**src/rtl/fetch_unit.sv**
```systemverilog
// Program counter and fetch stage: drives the IM word address and registers the returned
// instruction for decode, with branch/jump redirects, stall, halt/resume and range fault.
module fetch_unit #(
    parameter int                ADDR_W    = 16,
    parameter int                INSN_W    = 32,
    parameter int                MEM_DEPTH = 256,
    parameter logic [ADDR_W-1:0] RESET_PC  = '0
) (
    input  logic              clk,
    input  logic              rst_n,
    output logic [ADDR_W-1:0] im_addr,
    input  logic [INSN_W-1:0] im_data,
    input  logic              stall,
    input  logic              br_taken,
    input  logic [ADDR_W-1:0] br_offset,
    input  logic              jmp_valid,
    input  logic [ADDR_W-1:0] jmp_target,
    input  logic              halt_req,
    input  logic              resume,
    output logic [INSN_W-1:0] ir,
    output logic [ADDR_W-1:0] ir_pc,
    output logic              ir_valid,
    output logic              halted,
    output logic              fault,
    output logic [1:0]        fsm_state
);

    typedef enum logic [1:0] {
        BOOT  = 2'd0,
        RUN   = 2'd1,
        HALT  = 2'd2,
        FAULT = 2'd3
    } state_t;

    // One bit wider than the PC so a depth of exactly 2^ADDR_W is representable.
    localparam logic [ADDR_W:0] DEPTH_LIM = (ADDR_W + 1)'(MEM_DEPTH);

    state_t            state;
    logic [ADDR_W-1:0] pc;
    logic              redirect;
    logic [ADDR_W-1:0] redirect_pc;
    logic              redirect_ok;
    logic              pc_ok;

    assign im_addr   = pc;
    assign fsm_state = state;

    // Redirects only act on a live instruction; jump outranks branch.
    always_comb begin
        redirect    = ir_valid & (jmp_valid | br_taken);
        redirect_pc = jmp_valid ? jmp_target : (ir_pc + br_offset);
        redirect_ok = ({1'b0, redirect_pc} < DEPTH_LIM);
        pc_ok       = ({1'b0, pc} < DEPTH_LIM);
    end

    always_ff @(posedge clk or negedge rst_n) begin
        if (!rst_n) begin
            state    <= BOOT;
            pc       <= RESET_PC;
            ir       <= '0;
            ir_pc    <= '0;
            ir_valid <= 1'b0;
            halted   <= 1'b0;
            fault    <= 1'b0;
        end else begin
            case (state)
                BOOT: begin
                    state <= RUN;
                end
                RUN: begin
                    if (redirect) begin
                        // Wrong-path fetch is dropped; a bad target is kept in pc for inspection.
                        pc       <= redirect_pc;
                        ir_valid <= 1'b0;
                        if (!redirect_ok) begin
                            state <= FAULT;
                            fault <= 1'b1;
                        end
                    end else if (halt_req) begin
                        state    <= HALT;
                        halted   <= 1'b1;
                        ir_valid <= 1'b0;
                    end else if (stall) begin
                        state <= RUN;
                    end else if (!pc_ok) begin
                        state    <= FAULT;
                        fault    <= 1'b1;
                        ir_valid <= 1'b0;
                    end else begin
                        ir       <= im_data;
                        ir_pc    <= pc;
                        ir_valid <= 1'b1;
                        pc       <= pc + 1'b1;
                    end
                end
                HALT: begin
                    if (resume) begin
                        state  <= RUN;
                        halted <= 1'b0;
                    end
                end
                default: begin
                    state <= FAULT;
                end
            endcase
        end
    end

endmodule

```
**config.mk**
```make
export PLATFORM = sky130hd
export DESIGN_NAME = fetch_unit
export DESIGN_NICKNAME = d
export VERILOG_FILES = /design/src/rtl/fetch_unit.sv
export SDC_FILE = /design/constraint.sdc
export NUM_CORES = 1
export LEC_CHECK = 0
export CORE_ASPECT_RATIO = 0.75
export CORE_MARGIN = 4
export CORE_UTILIZATION = 50
export CTS_BUF_LIST = sky130_fd_sc_hd__clkbuf_8
export DETAILED_ROUTE_END_ITERATION = 10
export PLACE_DENSITY = 0.95
export REMOVE_ABC_BUFFERS = 1
export SLEW_MARGIN = 20
export SYNTH_ARGS = -nofsm -noshare
export SYNTH_HDL_FRONTEND = slang
export SYNTH_SLANG_ARGS = --single-unit
```
**constraint.sdc**
```tcl
create_clock -name clk -period 4.6 [get_ports clk]
set_clock_uncertainty 0.1 [all_clocks]
set_input_delay 1.38 -clock clk [delete_from_list [all_inputs] [get_ports clk]]
set_output_delay 1.38 -clock clk [all_outputs]
set_load 0.05 [all_outputs]
```
==> results.yml, run 1 <==
worst_setup_path:
  cp.required_ns: 4.71
  r2r_cells: 10
  crit_arrival_ns: 4.14
  end_kind: "flip-flop"
  crit_type: "input port to flip-flop"
  worst-path-max-fanout: 3
  critPathLaunchType: "input port"
  r2r_end: "fsm_state[1]$_DFFE_PN0P_"
  reg2reg_slack_ns: 1.64
  r2r-start: "ir_pc[0]$_DFFE_PN0P_"
clock_tree:
  path_clk_slew_ns: 0.08
  ctsLongestPathBuffers: 2
  cts_num_sinks: 69
  postCtsHoldBufs: 0
  cts_resized: 0
  cts_setup_buffers: 0
  numCtsBuffers: 9
  cts_root_buffer: "clkbuf_8"
  clock_latency_ns: 0.34
  htreeDepth: 3
  cts_tree: "yes"
global_routing:
  antenna_found_initial: 0
  grt_pass1_vias: 3476
  gr-total-overflow: 0
  grt_usage_pct: 23.4
  grt_max_degree: 70
  grt_pass1_wl_um: 16800
routing:
  vias_per_cell: 5.61
  dr.pass1.iters: 4
  drt_iter0_markers: 249
  routed_wl_um: 10400
  met3WireLength_um: 1170
  wl_per_cell_um: 17.2
  vias: 3383
  drc: 0
  met1Wirelength_um: 4140
  ant_nets: 0
  wl_met2_um: 4900
  top_layer: "met4"
logic_synthesis:
  avgSynthCellArea_um2: 10.6
  yosysSeqAreaShare_pct: 45.7
  synth_edf_count: 0
  syn-cell-area_um2: 3780
  synthArstFlopShare_pct: 100
  synthCells: 357
  synth_cell_types: 54
  ys_warn_count: 0
  synth_top_area_share_pct: 45.7
  yosys.area.top_type: "dfrtp_1"
  yosys-top-cells-area: "dfrtp_1 (46%), mux2_2 (11%), ha_1 (5.3%)"
  synth-main-ff-cell: "dfrtp_1"
  ys_seq_elements: 69
floorplanning:
  io_pins: 140
  row_count: 27
  coreArea_um2: 7330
  die_h_um: 83.3
  dieWidth_um: 108
  dieArea_um2: 9030
  start_util_pct: 51.5
final_layout:
  area_delta_synth_final_pct: 44.2
  stdcell_count: 603
  drive_above_1_share_pct: 13.5
  fillers: 539
  diodes: 0
  fin_nets: 585
min_path:
  hp-start: "ir[19]$_DFFE_PN0P_"
  whs_path_depth: 1
  worstHoldEndpoint: "ir[19]$_DFFE_PN0P_"
  hold_path_class: "flip-flop to flip-flop"
timing:
  min_period_over_period_pct: 87.4
  slew_violations: 0
  report.final.hold_viol_count: 0
  rsz0062_at_grt: "no"
  max_slew.worst_pin.slew_ns: 0.873
  post-route-min-period_ns: 4.02
  fmax_ghz: 0.249
  fin_setup_tns_ns: 0
  relSlewSlack_pct: 41.8
  setup_violations: 0
pwr:
  leakagePower_nw: 2.47
  vdd_drop_max_v: 0.000365
  powerDensity_nw_per_um2: 545
placement:
  dp_cells: 587
  io_buffers: 139
  place_congestion: 0.887
  dp_hpwl_um: 7810
status:
  status: "finished, final reports clean"
flow_run:
  max-cap-violations: 0
## cell usage in the layout (no fill, tap or decap), types with 3 or more instances in the layout
| cell type | instances |
|---|---|
| clkdlybuf4s50_1 | 138 |
| dfrtp_1 | 69 |
| mux2_2 | 36 |
| nand2_1 | 36 |
| a21oi_1 | 30 |
| o21ai_0 | 21 |
| nor2_1 | 16 |
| ha_1 | 16 |
| nor2b_1 | 10 |
| clkbuf_8 | 10 |
| nand3_1 | 8 |
| xor2_1 | 8 |
| a31oi_1 | 7 |
| o22ai_1 | 7 |
| mux2_1 | 6 |
| and3_1 | 5 |
| o21ai_1 | 5 |
| a21o_1 | 5 |
| mux2i_1 | 5 |
| buf_4 | 5 |
| inv_1 | 4 |
| nor3_1 | 4 |
| xnor2_1 | 4 |
| nand4_1 | 3 |
| a21oi_2 | 3 |
| and2_1 | 3 |
## metrics by stage
| stage | worst slack, ns | power (mW) | utilization, % | cell area (µm²) | hold slack [ns] |
|---|---|---|---|---|---|
| 2_1_floorplan | 0.296 | 1.90 | - | 3700 | 0.663 |
| 3_3_place_gp | 0.352 | 2.45 | 71.7 | 5260 | 0.367 |
| 3_5_place_dp | 0.293 | 2.49 | 71.7 | 5260 | 0.382 |
| 4_1_cts | 0.643 | 2.98 | 74.3 | 5450 | 0.410 |
| 5_1_grt | 0.409 | 3.10 | 74.3 | 5450 | 0.423 |
| 6_report | 0.578 | 2.97 | 74.3 | 5450 | 0.404 |
## final cells by class
cell class	instances	area, µm²	share of cell area, %
clock buffer	10	138	2.53
clock inverter	6	55.1	1.01
inverter	3	11.3	0.207
multi-input combinational	271	1970	36.2
sequential	69	1730	31.7
tap	101	126	2.32
timing repair buffer	143	1420	26.0
## critical path, cell delays in order
cell and delay (ns):
clkdlybuf4s50_1 0.41, ha_1 0.25, fa_1 0.43, a21oi_1 0.26, nand4b_1 0.22, a21oi_2 0.09, o41ai_1 0.35, xor2_1 0.25
a31oi_1 0.11, and4bb_1 0.31, a31oi_1 0.09
## kinds of logic (layout without fill, tap and decap cells)
logic type / after synthesis / in the layout / share of synthesized area [%]
AO/OA/AOI/OAI: 98 / 98 / 16.3
XOR/XNOR: 13 / 13 / 3.21
adder cells (fa/ha/maj): 17 / 17 / 5.83
buffers and inverters: 17 / 162 / 2.32
flip-flops: 69 / 69 / 45.7
multiplexers: 48 / 48 / 14.4
AND/OR/NAND/NOR: 95 / 95 / 12.2
## state kept, by name, summed over array words and instances (netlist names)
name and cells:
fault 1, fsm_state 2, halted 1, im_addr 16, ir 32, ir_pc 16, ir_valid 1
## power breakdown
| group | switching, mW | leakage, nW | internal (mW) | total, mW |
|---|---|---|---|---|
| combinational | 0.981 | 1.44 | 0.552 | 1.53 |
| clock | 0.227 | 0.105 | 0.260 | 0.487 |
| sequential | 0.152 | 0.921 | 0.796 | 0.948 |
| total | 1.36 | 2.47 | 1.61 | 2.97 |
## layer usage
layer  GRT usage [%]  up-vias
met2            36.6      173
met5               0        -
li1                -     1591
met1            30.5     1603
met4            7.22        0
met3            8.00       16
## Yosys cell counts, types with 2 or more instances
master,count
dfrtp_1,69
mux2_2,36
nand2_1,36
a21oi_1,30
o21ai_0,22
nor2_1,17
ha_1,16
nor2b_1,10
nand3_1,8
xor2_1,8
a31oi_1,7
o22ai_1,7
clkbuf_1,6
mux2_1,6
a21o_1,5
and3_1,5
mux2i_1,5
buf_2,4
nor3_1,4
o21ai_1,4
xnor2_1,4
a21oi_2,3
and2_1,3
buf_4,3
nand4_1,3
a211o_1,2
a211oi_1,2
a211oi_2,2
inv_1,2
nor4_1,2
o31ai_1,2
o41ai_1,2
## worst max path at each step
stage / from / to / cells past startpoint
finish: br_offset[0] / fsm_state[1]$_DFFE_PN0P_ / 11
global route: br_offset[0] / fsm_state[1]$_DFFE_PN0P_ / 11
CTS: br_offset[0] / fsm_state[1]$_DFFE_PN0P_ / 11
detailed placement: br_offset[0] / fsm_state[1]$_DFFE_PN0P_ / 11
global placement: br_offset[0] / fsm_state[1]$_DFFE_PN0P_ / 11
floorplan: halt_req / ir[0]$_DFFE_PN0P_ / 4
No activity file was read; power rests on OpenSTA's default activity.
==> run 2, diff against run 1 <==
Settings changed: CTS_CLUSTER_DIAMETER set to 30, MAX_ROUTING_LAYER set to met4.
==> results.yml, run 2 (synthesis results as in run 1) <==
clock_tree:
  cts_setup_buffers: 0
  cts_tree: "yes"
  cts_num_sinks: 69
  ctsLongestPathBuffers: 2
  clock_latency_ns: 0.34
  numCtsBuffers: 9
  path_clk_slew_ns: 0.07
  cts_resized: 0
  postCtsHoldBufs: 0
  cts_root_buffer: "clkbuf_8"
  htreeDepth: 3
placement:
  place_congestion: 0.901
  dp_cells: 587
  dp_hpwl_um: 7700
  io_buffers: 139
routing:
  ant_nets: 0
  drt_iter0_markers: 166
  vias: 3381
  drc: 0
  dr.pass1.iters: 5
  vias_per_cell: 5.61
  wl_per_cell_um: 17.0
  routed_wl_um: 10300
worst_setup_path:
  end_kind: "flip-flop"
  crit_arrival_ns: 4.12
  cp.required_ns: 4.72
  worst-path-max-fanout: 3
  crit_type: "input port to flip-flop"
  critPathLaunchType: "input port"
final_layout:
  area_delta_synth_final_pct: 44.2
  fin_nets: 585
  largest_register_ff_count: 32
  drive_above_1_share_pct: 13.5
  layout_common_cells: "clkdlybuf4s50_1 (138), dfrtp_1 (69), mux2_2 (36), nand2_1 (36), a21oi_1 (30)"
  diodes: 0
  stdcell_count: 603
  final_common_cell: "clkdlybuf4s50_1"
  regMostFlops: "ir"
  fillers: 537
timing:
  post-route-min-period_ns: 4.00
  fmax_ghz: 0.250
  fin_setup_tns_ns: 0
  rsz0062_at_grt: "no"
  min_period_over_period_pct: 87.0
  report.final.hold_viol_count: 0
  setup_violations: 0
  max_slew.worst_pin.slew_ns: 0.880
  relSlewSlack_pct: 41.3
  slew_violations: 0
pwr:
  p_switching_mw: 1.36
  powerDensity_nw_per_um2: 545
  leakagePower_nw: 2.47
  clkPwrFrac_pct: 16.3
  combPwrFrac_pct: 51.8
  p_int_mw: 1.61
  vdd_drop_max_v: 0.000430
  sw_frac_of_total_pct: 45.9
  seqPwrFrac_pct: 31.8
status:
  status: "finished, final reports clean"
floorplanning:
  dieArea_um2: 9030
  die_h_um: 83.3
  start_util_pct: 51.5
  coreArea_um2: 7330
  row_count: 27
  io_pins: 140
  dieWidth_um: 108
global_routing:
  grt_max_degree: 70
  antenna_found_initial: 0
  grt_usage_pct: 24.1
  grt_pass1_wl_um: 16700
  grt_pass1_vias: 3470
  gr-total-overflow: 0
min_path:
  hold_path_class: "flip-flop to flip-flop"
flow_run:
  max-cap-violations: 0
==> run 2: power groups by stage <==
stage	Clock (mW)	Combinational (mW)	Sequential, mW
global placement	0	1.51	0.939
detailed placement	0	1.53	0.953
CTS	0.497	1.54	0.943
global route	0.526	1.61	0.977
floorplan	0	0.304	1.60
finish	0.485	1.54	0.946
==> run 2: path summary, 6_finish.rpt <==
check,startpoint,end,slack (ns),depth (start not counted)
setup / recovery,br_offset[0],fsm_state[1]$_DFFE_PN0P_,0.60,11
min in group asynchronous,rst_n,halted$_DFFE_PN0P_,1.03,1
hold / removal,ir[19]$_DFFE_PN0P_,ir[19]$_DFFE_PN0P_,0.40,1
setup reg to reg,ir_pc[0]$_DFFE_PN0P_,fsm_state[1]$_DFFE_PN0P_,1.66,10
hold reg to reg,ir[19]$_DFFE_PN0P_,ir[19]$_DFFE_PN0P_,0.40,1
max in group asynchronous,rst_n,im_addr[2]$_DFFE_PN0P_,2.77,1
==> run 2: layout make-up <==
cell class / instances / area [µm²] / share of cell area (%)
multi-input combinational: 271 / 1970 / 36.2
sequential: 69 / 1730 / 31.7
timing repair buffer: 143 / 1420 / 26.0
clock buffer: 10 / 138 / 2.53
tap: 101 / 126 / 2.32
clock inverter: 6 / 55.1 / 1.01
inverter: 3 / 11.3 / 0.207
==> run 2: worst max-delay path: stages <==
cell and delay, ns:
clkdlybuf4s50_1 0.41, ha_1 0.25, fa_1 0.42, a21oi_1 0.26, nand4b_1 0.23, a21oi_2 0.09, or3_2 0.43, a21oi_1 0.16
a31oi_1 0.09, and4bb_1 0.31, a31oi_1 0.09
==> run 2: metal layers <==
metal  GRT usage [%]  wire length (µm)  up-vias
met5               -                 0        -
met2            37.2              4740      157
met4            6.54               146        0
met1            31.4              4440     1623
met3            6.53               932       15
li1                -                 -     1586
==> run 2: metrics by stage <==
step                      power (mW)  hold slack [ns]  setup slack, ns  cell area [µm²]  utilization, %
after global routing            3.11            0.422            0.394             5450            74.3
after detailed placement        2.49            0.380            0.294             5260            71.7
after floorplan                 1.90            0.663            0.296             3700               -
final                           2.97            0.401            0.597             5450            74.3
after CTS                       2.98            0.402            0.653             5450            74.3
after global placement          2.45            0.366            0.351             5260            71.7
==> run 3, diff against run 2 <==
Settings changed: GPL_TIMING_DRIVEN set to 0.
==> results.yml, run 3 (synthesis results as in run 1) <==
final_layout:
  area_delta_synth_final_pct: 46.5
  design_area_um2: 5540
  regMostFlops: "ir"
  stdcell_count: 602
  final_common_cell: "clkdlybuf4s50_1"
  drive_above_1_share_pct: 13.8
  layout_common_cells: "clkdlybuf4s50_1 (138), dfrtp_1 (69), mux2_2 (36), nand2_1 (36), a21oi_1 (30)"
  diodes: 0
  fillers: 523
  final_util_pct: 75.5
  fin_nets: 584
  largest_register_ff_count: 32
timing:
  slew_violations: 0
  fin_setup_tns_ns: 0
  holdWs_ns: 0.391
  report.final.hold_viol_count: 0
  setup_violations: 0
  post-route-min-period_ns: 4.13
  rsz0062_at_grt: "no"
  min_period_over_period_pct: 89.7
  fmax_ghz: 0.242
  relSlewSlack_pct: 39.9
  setup_ws_ns: 0.472
  max_slew.worst_pin.slew_ns: 0.899
worst_setup_path:
  reg2reg_slack_ns: 1.52
  critPathLaunchType: "input port"
  cp_slowest_cell: "fa_1"
  crit_type: "input port to flip-flop"
  end_kind: "flip-flop"
  cp-startpoint: "br_offset[0]"
  r2r-start: "ir_pc[0]$_DFFE_PN0P_"
  worst-path-max-fanout: 3
  worst_path_largest_cell_delay_ns: 0.43
  worstPathBufferInverterCount: 1
  cp.required_ns: 4.72
  crit_arrival_ns: 4.25
  path_cells: "clkdlybuf4s50_1, ha_1, fa_1, a21oi_1, nand4b_1, a21oi_2, o41ai_1, xor2_1, a31oi_1, and4bb_1, a31oi_1"
  crit_path_frequent_cell: "a31oi_1"
  cp_top_family: "compound AO/OA/AOI/OAI gates"
clock_tree:
  ctsLongestPathBuffers: 2
  cts_tree: "yes"
  htreeDepth: 3
  cts_setup_buffers: 0
  postCtsHoldBufs: 0
  cts_num_sinks: 69
  cts_resized: 0
  cts_root_buffer: "clkbuf_8"
  numCtsBuffers: 9
  clock_latency_ns: 0.35
  path_clk_slew_ns: 0.07
routing:
  routed_wl_um: 10200
  drt_iter0_markers: 186
  vias_per_cell: 5.58
  ant_nets: 0
  drc: 0
  vias: 3358
  wl_per_cell_um: 17.0
  dr.pass1.iters: 5
global_routing:
  grt_usage_pct: 24.2
  grt_pass1_wl_um: 16800
  antenna_found_initial: 0
  gr-total-overflow: 0
  grt_max_degree: 58
  grt_pass1_vias: 3334
pwr:
  powerDensity_nw_per_um2: 548
  total_power_mw: 3.03
  leakagePower_nw: 2.49
  vdd_drop_max_v: 0.000418
floorplanning:
  row_count: 27
  io_pins: 140
  start_util_pct: 51.5
  dieArea_um2: 9030
  coreArea_um2: 7330
  dieWidth_um: 108
  die_h_um: 83.3
min_path:
  hp-start: "ir[23]$_DFFE_PN0P_"
  hold_path_class: "flip-flop to flip-flop"
placement:
  place_area_um2: 5310
  place_congestion: 0.831
  pre_cts_ws_ns: 0.161
  dp_cells: 586
  io_buffers: 139
  dp_hpwl_um: 7930
flow_run:
  max-cap-violations: 0
status:
  status: "finished, final reports clean"
run 3: cell types whose count changed in the layout (fill, tap and decap cells not counted), sizes merged:
cell | before | now
buf | 5 | 4
bufinv | 1 | 2
clkinv | 2 | 1
clkinvlp | 1 | 2
inv | 5 | 4
run 3: worst reg2reg max path, cell delays in order (launching register included):
cell and delay [ns]:
dfrtp_1 0.40, ha_1 0.25, fa_1 0.43, a21oi_1 0.28, nand4b_1 0.23, a21oi_2 0.11, o41ai_1 0.33, xor2_1 0.30
a31oi_1 0.12, and4bb_1 0.32, a31oi_1 0.09
run 3: worst paths after layout:
kind                                       to  cells after the start
min reg2reg                ir[23]$_DFFE_PN0P_                      1
min in group asynchronous  halted$_DFFE_PN0P_                      1
max in group asynchronous  ir[31]$_DFFE_PN0P_                      2
min                        ir[23]$_DFFE_PN0P_                      1
max reg2reg                 fault$_DFFE_PN0P_                     10
max                         fault$_DFFE_PN0P_                     11
run 3: area by class of cell:
class / count / area (µm²) / area share (%)
Tap cell: 101 / 126 / 2.28
Timing Repair Buffer: 142 / 1470 / 26.6
Clock buffer: 10 / 138 / 2.49
Sequential cell: 69 / 1730 / 31.2
Clock inverter: 6 / 87.6 / 1.58
Multi-Input combinational cell: 271 / 1980 / 35.7
Inverter: 3 / 11.3 / 0.203
run 3: report_power, final:
part	switching [mW]	leakage (nW)	internal, mW	total, mW
sequential	0.151	0.921	0.796	0.947
combinational	0.981	1.46	0.551	1.53
clock	0.236	0.110	0.319	0.555
total	1.37	2.49	1.67	3.03
run 3: per-layer routing:
metal  track usage [%]  wire [µm]  vias to the layer above
li1                  -          -                     1591
met1              32.1       4330                     1611
met2              36.7       4870                      146
met3              7.54        912                       10
met4              5.05        121                        0
met5                 -          0                        -
